$ cat src/rtl/riscv_rf_pkg.sv
`default_nettype none
// ============================================================================
// Module   : riscv_rf_pkg
// Purpose  : Shared constants, types and write-port match helper for the
//            multi-port integer register file.
// Revision : 1.0 - initial release
// ============================================================================
package riscv_rf_pkg;

    localparam int C_DEF_XLEN  = 32;
    localparam int C_DEF_NREGS = 32;

    // Helper operates on write-port vectors padded to these upper bounds.
    localparam int C_MAX_NWR = 8;
    localparam int C_MAX_AW  = 8;
    localparam int C_IDX_W   = $clog2(C_MAX_NWR);

    typedef logic [C_MAX_AW-1:0] rf_addr_t;

    typedef struct packed {
        logic               hit;
        logic [C_IDX_W-1:0] idx;
    } wr_match_t;

    // Later ports overwrite earlier ones, so the highest-index match wins.
    function automatic wr_match_t wr_match(
        input rf_addr_t                       addr,
        input logic [C_MAX_NWR-1:0]           wr_en,
        input logic [C_MAX_NWR*C_MAX_AW-1:0]  wrt_addr
    );
        wr_match_t r;
        r.hit = 1'b0;
        r.idx = '0;
        for (int j = 0; j < C_MAX_NWR; j++) begin
            if (wr_en[j] && (wrt_addr[j*C_MAX_AW +: C_MAX_AW] == addr)) begin
                r.hit = 1'b1;
                r.idx = C_IDX_W'(j);
            end
        end
        return r;
    endfunction

endpackage
`default_nettype wire

$ cat src/rtl/rf_scoreboard.sv
`default_nettype none
// ============================================================================
// Module   : rf_scoreboard
// Purpose  : Per-register busy bits with set-over-clear priority and the
//            read-port busy lookup.
// Revision : 1.0 - initial release
// ============================================================================
module rf_scoreboard
    import riscv_rf_pkg::*;
#(
    parameter int NREGS    = C_DEF_NREGS,
    parameter int NRD      = 2,
    parameter int AW       = $clog2(NREGS),
    parameter int ZERO_REG = 1
) (
    input  logic              clk,
    input  logic              reset,
    input  logic [NRD*AW-1:0] rd_addr,
    input  logic [NRD-1:0]    rd_byp,
    input  logic [NREGS-1:0]  wr_hit,
    input  logic              bsy_set,
    input  logic [AW-1:0]     bsy_addr,
    output logic [NRD-1:0]    rd_busy
);

    logic [NREGS-1:0] r_busy;
    logic [NREGS-1:0] w_set;

    always_comb begin
        w_set = '0;
        for (int a = 0; a < NREGS; a++) begin
            w_set[a] = bsy_set && (bsy_addr == AW'(a)) && !((ZERO_REG != 0) && (a == 0));
        end
    end

    // A new producer replaces the completing one, so set beats clear.
    always_ff @(posedge clk) begin
        if (reset) begin
            r_busy <= '0;
        end else begin
            r_busy <= w_set | (r_busy & ~wr_hit);
        end
    end

    for (genvar k = 0; k < NRD; k++) begin : g_rd_busy
        logic [AW-1:0] w_ra;
        assign w_ra       = rd_addr[k*AW +: AW];
        assign rd_busy[k] = r_busy[w_ra] & ~rd_byp[k];
    end

endmodule
`default_nettype wire

$ cat src/rtl/regfile_mp.sv
`default_nettype none
// ============================================================================
// Module   : regfile_mp
// Purpose  : Parametrised multi-port integer register file with priority
//            write arbitration, optional bypass and busy scoreboard.
// Revision : 1.0 - initial release
// ============================================================================
module regfile_mp
    import riscv_rf_pkg::*;
#(
    parameter int XLEN     = C_DEF_XLEN,
    parameter int NREGS    = C_DEF_NREGS,
    parameter int NRD      = 2,
    parameter int NWR      = 1,
    parameter int ZERO_REG = 1,
    parameter int BYPASS   = 1,
    parameter int AW       = $clog2(NREGS)
) (
    input  logic                clk,
    input  logic                reset,
    input  logic [NRD*AW-1:0]   rd_addr,
    output logic [NRD*XLEN-1:0] read,
    output logic [NRD-1:0]      rd_busy,
    input  logic [NWR-1:0]      wr_en,
    input  logic [NWR*AW-1:0]   wrt_addr,
    input  logic [NWR*XLEN-1:0] data,
    input  logic                bsy_set,
    input  logic [AW-1:0]       bsy_addr
);

    logic [XLEN-1:0]                r_mem [NREGS];
    logic [C_MAX_NWR-1:0]           w_wr_en_pad;
    logic [C_MAX_NWR*C_MAX_AW-1:0]  w_wrt_addr_pad;
    wr_match_t                      w_wr_m [NREGS];
    logic [NREGS-1:0]               w_wr_hit;
    logic [NRD-1:0]                 w_byp;

    always_comb begin
        w_wr_en_pad            = '0;
        w_wr_en_pad[NWR-1:0]   = wr_en;
        w_wrt_addr_pad         = '0;
        for (int j = 0; j < NWR; j++) begin
            w_wrt_addr_pad[j*C_MAX_AW +: C_MAX_AW] = rf_addr_t'(wrt_addr[j*AW +: AW]);
        end
    end

    for (genvar a = 0; a < NREGS; a++) begin : g_entry
        assign w_wr_m[a]   = wr_match(rf_addr_t'(a), w_wr_en_pad, w_wrt_addr_pad);
        assign w_wr_hit[a] = w_wr_m[a].hit;
    end

    always_ff @(posedge clk) begin
        if (reset) begin
            for (int a = 0; a < NREGS; a++) begin
                r_mem[a] <= '0;
            end
        end else begin
            for (int a = 0; a < NREGS; a++) begin
                if (w_wr_hit[a] && !((ZERO_REG != 0) && (a == 0))) begin
                    r_mem[a] <= data[int'(w_wr_m[a].idx)*XLEN +: XLEN];
                end
            end
        end
    end

    for (genvar k = 0; k < NRD; k++) begin : g_rd
        logic [AW-1:0]   w_ra;
        logic            w_zero;
        wr_match_t       w_m;
        logic [XLEN-1:0] w_rd;

        assign w_ra     = rd_addr[k*AW +: AW];
        assign w_zero   = (ZERO_REG != 0) && (w_ra == '0);
        assign w_m      = wr_match(rf_addr_t'(w_ra), w_wr_en_pad, w_wrt_addr_pad);
        assign w_byp[k] = (BYPASS != 0) && w_m.hit && !w_zero;
        assign w_rd     = w_zero   ? '0 :
                          w_byp[k] ? data[int'(w_m.idx)*XLEN +: XLEN] :
                                     r_mem[w_ra];
        assign read[k*XLEN +: XLEN] = w_rd;
    end

    rf_scoreboard #(
        .NREGS    (NREGS),
        .NRD      (NRD),
        .AW       (AW),
        .ZERO_REG (ZERO_REG)
    ) u_scoreboard (
        .clk      (clk),
        .reset    (reset),
        .rd_addr  (rd_addr),
        .rd_byp   (w_byp),
        .wr_hit   (w_wr_hit),
        .bsy_set  (bsy_set),
        .bsy_addr (bsy_addr),
        .rd_busy  (rd_busy)
    );

endmodule
`default_nettype wire

$ cat config.mk
export PLATFORM = sky130hd
export DESIGN_NAME = regfile_mp
export DESIGN_NICKNAME = d
export VERILOG_FILES = /design/src/rtl/riscv_rf_pkg.sv /design/src/rtl/rf_scoreboard.sv /design/src/rtl/regfile_mp.sv
export SDC_FILE = /design/constraint.sdc
export NUM_CORES = 2
export LEC_CHECK = 0
export ABC_CLOCK_PERIOD_IN_PS = 4380
export BUFFER_PORTS_ARGS = -buffer_cell sky130_fd_sc_hd__buf_2
export CAP_MARGIN = 10
export CORE_MARGIN = 2
export CORE_UTILIZATION = 60
export DETAILED_ROUTE_END_ITERATION = 12
export MAX_ROUTING_LAYER = met4
export PLACE_DENSITY = 0.78
export SLEW_MARGIN = 20
export SYNTH_ARGS = -nofsm -noshare
export SYNTH_HDL_FRONTEND = slang
export SYNTH_SLANG_ARGS = --single-unit
$ cat constraint.sdc
create_clock -name clk -period 4.38 [get_ports clk]
set_input_delay 0.219 -clock clk [delete_from_list [all_inputs] [get_ports clk]]
set_output_delay 0.219 -clock clk [all_outputs]
set_load 0.005 [all_outputs]
# --- After elaboration in Yosys (flattened, before gate mapping) ---
# Memory sizes are Yosys's and may differ from the RTL's.
# Cells that the tools add are included.
word_totals:
  reg_bits: 32
  ramBits: 1024
  in_bits: 56
  out_inout_bits: 66
  elab_cells: 379
  mem_count: 1
classes:
  n_lt_le_gt_ge: 2
  n_eq_ne: 64
  shifts: 33
  n_mux: 168
  bitwise_logic: 38
  reduce_logical: 72
mem_list:
  columns: ["memory", "words", "width", "rd", "rd_ports_with_merged_regs", "write_ports", "line_no", "source"]
  rows:
  - ["r_mem", 32, 32, 2, 0, 32, "regfile_mp.sv:31", "logic [XLEN-1:0] r_mem [NREGS];"]
op_table:
  columns: ["cell", "count"]
  rows:
  - ["two-way mux 32 bit", 35]
  - ["variable part select 32 x 9 -> 32 bit", 33]
  - ["equality test 5 bit, second input constant", 32]
  - ["two-way mux 4 bit", 34]
  - ["two-way mux 1 bit", 97]
  - ["equality test 5 x 4 -> 1 bit, second input constant", 16]
  - ["logical AND 1 bit", 67]
  - ["equality test 5 x 3 -> 1 bit, second input constant", 8]
  - ["bitwise AND 32 bit", 1]
  - ["inverter 32 bit", 1]
  - ["bitwise OR 32 bit", 1]
  - ["bitwise OR 1 bit", 31]
  - ["equality test 5 x 2 -> 1 bit, second input constant", 4]
  - ["less-than comparator 5 x 6 -> 1 bit, second input constant", 2]
  - ["binary-select mux 1 bit (select 5 bit)", 2]
  - ["equality test 5 x 1 -> 1 bit, second input constant", 2]
  - ["equality test 5 bit", 2]
  - ["zero test 5 bit", 2]
  - ["zero test 8 bit", 1]
  - ["bitwise AND 1 bit", 2]
  - ["zero test 1 bit", 2]
  - ["inverter 1 bit", 2]

# --- Longest topological paths before layout ---
depth:
  word_depth: 7
  mapped_depth: 9

# --- Hierarchy ---
# A second synthesis with hierarchy kept.
hier_totals:
  hier_cells: 3539
  area_unflattened_um2: 51943.6
modules_own_cells:
  columns: ["module", "instances", "cells_each", "area_each_um2"]
  rows:
  - ["regfile_mp", 1, 3341, 50121.8]
  - ["rf_scoreboard", 1, 198, 1821.7]

# --- Worst setup path before layout ---
# Ideal clock, no wire load.
synth_path:
  path_kind: "input port to flip-flop"
  start: "in reset"
  end: "mem r_mem[2][0] (netlist bit), enable pin"
  setup_ps: 395
  arrival_ps: 1754
  required_time_ps: 3985
  path_slack_ps: 2231
  path_stages: 4
  n_path_buf: 3
  cell_sequence: "clkbuf_1 > clkbuf_1 > clkbuf_1 > nand2b_1"
synth_rtl:
  columns: ["element", "line_no", "source"]
  rows:
  - ["from (decl)", "regfile_mp.sv:20", "input logic reset,"]
  - ["to (decl)", "regfile_mp.sv:31", null]

# --- Worst setup path in the final report ---
layout_path:
  start: "in rd_addr[1]"
  end: "out read[2]"
layout_between:
  elab_chain_len: 6
  word_cells_on_any_way: 9
  cone_classes: "eq/ne: 1; mux: 3; reduce/logical: 4; memory: 1"
layout_rtl:
  columns: ["element", "line_no", "source"]
  rows:
  - ["from (decl)", "regfile_mp.sv:21", "input logic [NRD*AW-1:0] rd_addr,"]
  - ["parallel branches: the longest is 5 deep, another holds memory (32 x 32 bit)", null, null]
  - ["two-way mux 32 bit *", "regfile_mp.sv:76", "assign w_rd = w_zero ? '0 :"]
  - ["to (decl)", "regfile_mp.sv:22", "output logic [NRD*XLEN-1:0] read,"]
# Every way passes the cells marked *.

==> flow_summary_export.csv <==
group,metric,value,unit
logic_synthesis,ys_warn_count,0,
logic_synthesis,synth_edf_count,992,
global_route,grt_pass1_wl,255,mm
timing,hold_violations,0,
global_route,first_global_vias,38211,
clock_tree,cts_max_path_buffers,3,
pwr,ir_drop,418,µV
clock_tree,clk_latency,0.69,ns
routing,firstDrtPassIters,7,
clock_tree,cts_setup_buffers,0,
logic_synthesis,synth_top_flop_cell,"edfxtp_1",
logic_synthesis,ys_top_cells_by_area,"edfxtp_1 (57%), mux2i_1 (11%), mux4_2 (7.7%)",
timing,min_period,3.75,ns
logic_synthesis,synth_top_cell_by_area,"edfxtp_1",
worst_setup_path,crit_type,"in2out",
logic_synthesis,synth.distinct_cells,49,
timing,tightestPinTransition,1.21,ns
placed_design,dpl-instance-area,54300,µm²
worst_hold_path,hold_path.class,"in2reg",
routing,vias,39250,
clock_tree,htreeDepth,3,
timing,finalSetupViolations,0,
floorplanning,die_h,299,µm
logic_synthesis,synth.avg_cell_area,13.0,µm²
timing,min_period_over_period,85.7,%
flow_run,max-cap-violations,0,
global_route,grt_max_degree,122,
pwr,powerDensity,415,nW/µm²
global_route,grt.total_usage,40.8,%
logic_synthesis,ys_seq_area_share,58.2,%
placed_design,io_buffers,121,
layout,drive_gt1_share,18.1,%
logic_synthesis,synth_top_area_share,57.0,%
routing,wl_per_cell,33.8,µm
layout,postLayoutCellArea,57800,µm²
layout,fin_cells,5303,
global_route,use_met2,55.4,%
logic_synthesis,async_reset_ff_share,0,%
logic_synthesis,synth.cell_area,52300,µm²
clock_tree,cts_hold_buf,9,
clock_tree,cts_tree,"built",
worst_setup_path,critPathMaxFanout,69,
timing,grt_setup_unrepaired,"false",
global_route,grt_overflow,0,
timing,max_freq,266,MHz
worst_setup_path,startpoint_type,"primary input",
routing,drt-total-wl,179,mm
global_route,grtUsageMet1,53.2,%
worst_setup_path,r2r_slack,3.20,ns
logic_synthesis,syn_inst,4036,
worst_setup_path,cp-end-kind,"output pin",
timing,finalSetupTns,0,ns
floorplanning,std_cell_rows,108,
global_route,grt-busiest-layer,"met2",
routing,antenna_left,0,
routing,drtIter0Drc,7506,
placed_design,place_inst,5088,
placed_design,gp_congestion,0.965,
clock_tree,cts-buffers-inserted,105,
timing,slew_viol_final,0,
pwr,p_leak,20.9,nW
logic_synthesis,ys_ff_latch,1024,
worst_setup_path,required,4.16,ns
routing,vias_per_cell,7.40,
placed_design,detailed_place_hpwl,107,mm
logic_synthesis,synth_nets,4092,
clock_tree,clk_pin_slew,0.07,ns
floorplanning,start_util,60.4,%
clock_tree,cts_num_sinks,1024,
clock_tree,cts_root_buffer,"clkbuf_16",
clock_tree,cts-resized-gates,0,
global_route,antenna_found_initial,11,
worst_setup_path,crit_arrival,3.54,ns
layout,nNetsFinal,4105,
floorplanning,die_w,299,µm
floorplanning,ioPinCount,122,
status,status,"finished, final reports clean",
floorplanning,die_area,89500,µm²
floorplanning,core,86600,µm²
timing,slew_headroom,19.3,%
global_route,met3_usage,15.7,%
timing,final.setup_skew,0,ns
routing,drc,0,
layout,syn2layout_area_growth,10.5,%
-- area by class of cell --
type / instances / area [µm²]
well taps: 1155 / 1450
multi-input cells: 2562 / 20100
clock inverters: 58 / 597
repair buffers: 290 / 2200
flip-flops and latches: 1024 / 30400
clock buffers: 134 / 2790
diodes: 14 / 35.0
fillers: 6024 / 28800
inverters: 66 / 248
-- worst max-delay path, cell delays in order --
cell and delay, ns:
buf_8 0.52, nor2b_4 0.98, a221oi_1 0.25, o21ai_0 0.70, a32o_1 0.54, buf_2 0.20
-- sequential cells by signal, indices dropped and copies added, names as in the netlist --
| register | cells |
|---|---|
| r_mem | 992 |
| u_scoreboard.r_busy | 32 |
-- cell families (layout without fill, tap and decap cells) --
group	after synthesis	in the layout	share of synthesized area, %
AOI/OAI and AO/OA	618	618	7.80
xor gates and xnor gates	10	10	0.167
buffers and inverters	450	548	3.83
DFF	1024	1024	58.2
muxes	861	861	21.0
other	0	14	0
and+or+nand+nor	1073	1073	9.00
-- per-layer routing --
| layer | vias up | part of all wire (%) |
|---|---|---|
| li1 | 15373 | - |
| met1 | 19026 | 34 |
| met2 | 4007 | 42 |
| met3 | 844 | 18 |
| met4 | 0 | 6.3 |
| met5 | - | 0 |
-- synth_stat cells, types with 34 or more instances --
| master | instances |
|---|---|
| clkbuf_1 | 217 |
| mux4_2 | 178 |
| nor2b_1 | 40 |
| edfxtp_1 | 992 |
| nand3_1 | 126 |
| inv_1 | 66 |
| o22ai_1 | 35 |
| mux2i_1 | 596 |
| nand2_1 | 209 |
| mux2_2 | 85 |
| a22oi_1 | 225 |
| buf_4 | 34 |
| buf_2 | 100 |
| a21oi_1 | 163 |
| nand2b_1 | 64 |
| nor2_1 | 562 |
| o21ai_0 | 84 |
-- report_power, final --
part           switching, W  internal, W  total (W)
sequential         0.000350       0.0115     0.0118
clock               0.00384      0.00513    0.00897
combinational       0.00204      0.00117    0.00321
total               0.00623       0.0178     0.0240
-- metrics by stage --
step / total power, W / hold slack, ns / setup WS (ns) / utilization, %
after global routing: 0.0245 / 0.0802 / 0.741 / 66.7
final: 0.0240 / 0.0408 / 0.625 / 66.7
after detailed placement: 0.0150 / 0.456 / 1.01 / 62.7
after CTS: 0.0238 / 0.00797 / 0.920 / 66.7
after global placement: 0.0149 / 0.449 / 1.00 / 62.7
after floorplan: 0.0138 / 0.425 / 2.23 / -
-- placed cells by master, fill, tap and decap left out, drive strengths merged, types with 11 or more instances in the layout --
master	count
a221oi	28
and4	32
a32o	13
nor3	18
o21ai	85
a22oi	225
clkbuf	134
diode	14
edfxtp	992
nand3	126
nor2b	40
mux2i	596
dfxtp	32
a211oi	14
a21o	14
mux2	85
mux4	180
a22o	18
o22ai	35
inv	70
buf	281
clkinv	40
bufinv	11
nand2	209
nor2	563
a21oi	163
nand2b	64
-- worst paths after layout --
path	from	endpoint	cells after the start
setup reg to reg	u_scoreboard.r_busy[8]	u_scoreboard.r_busy[8]	3
hold / removal	wrt_addr[3]	u_scoreboard.r_busy[0]	3
hold reg to reg	u_scoreboard.r_busy[26]	u_scoreboard.r_busy[26]	2
setup / recovery	rd_addr[1]	read[2]	6
(Power assumes the default switching activity.)
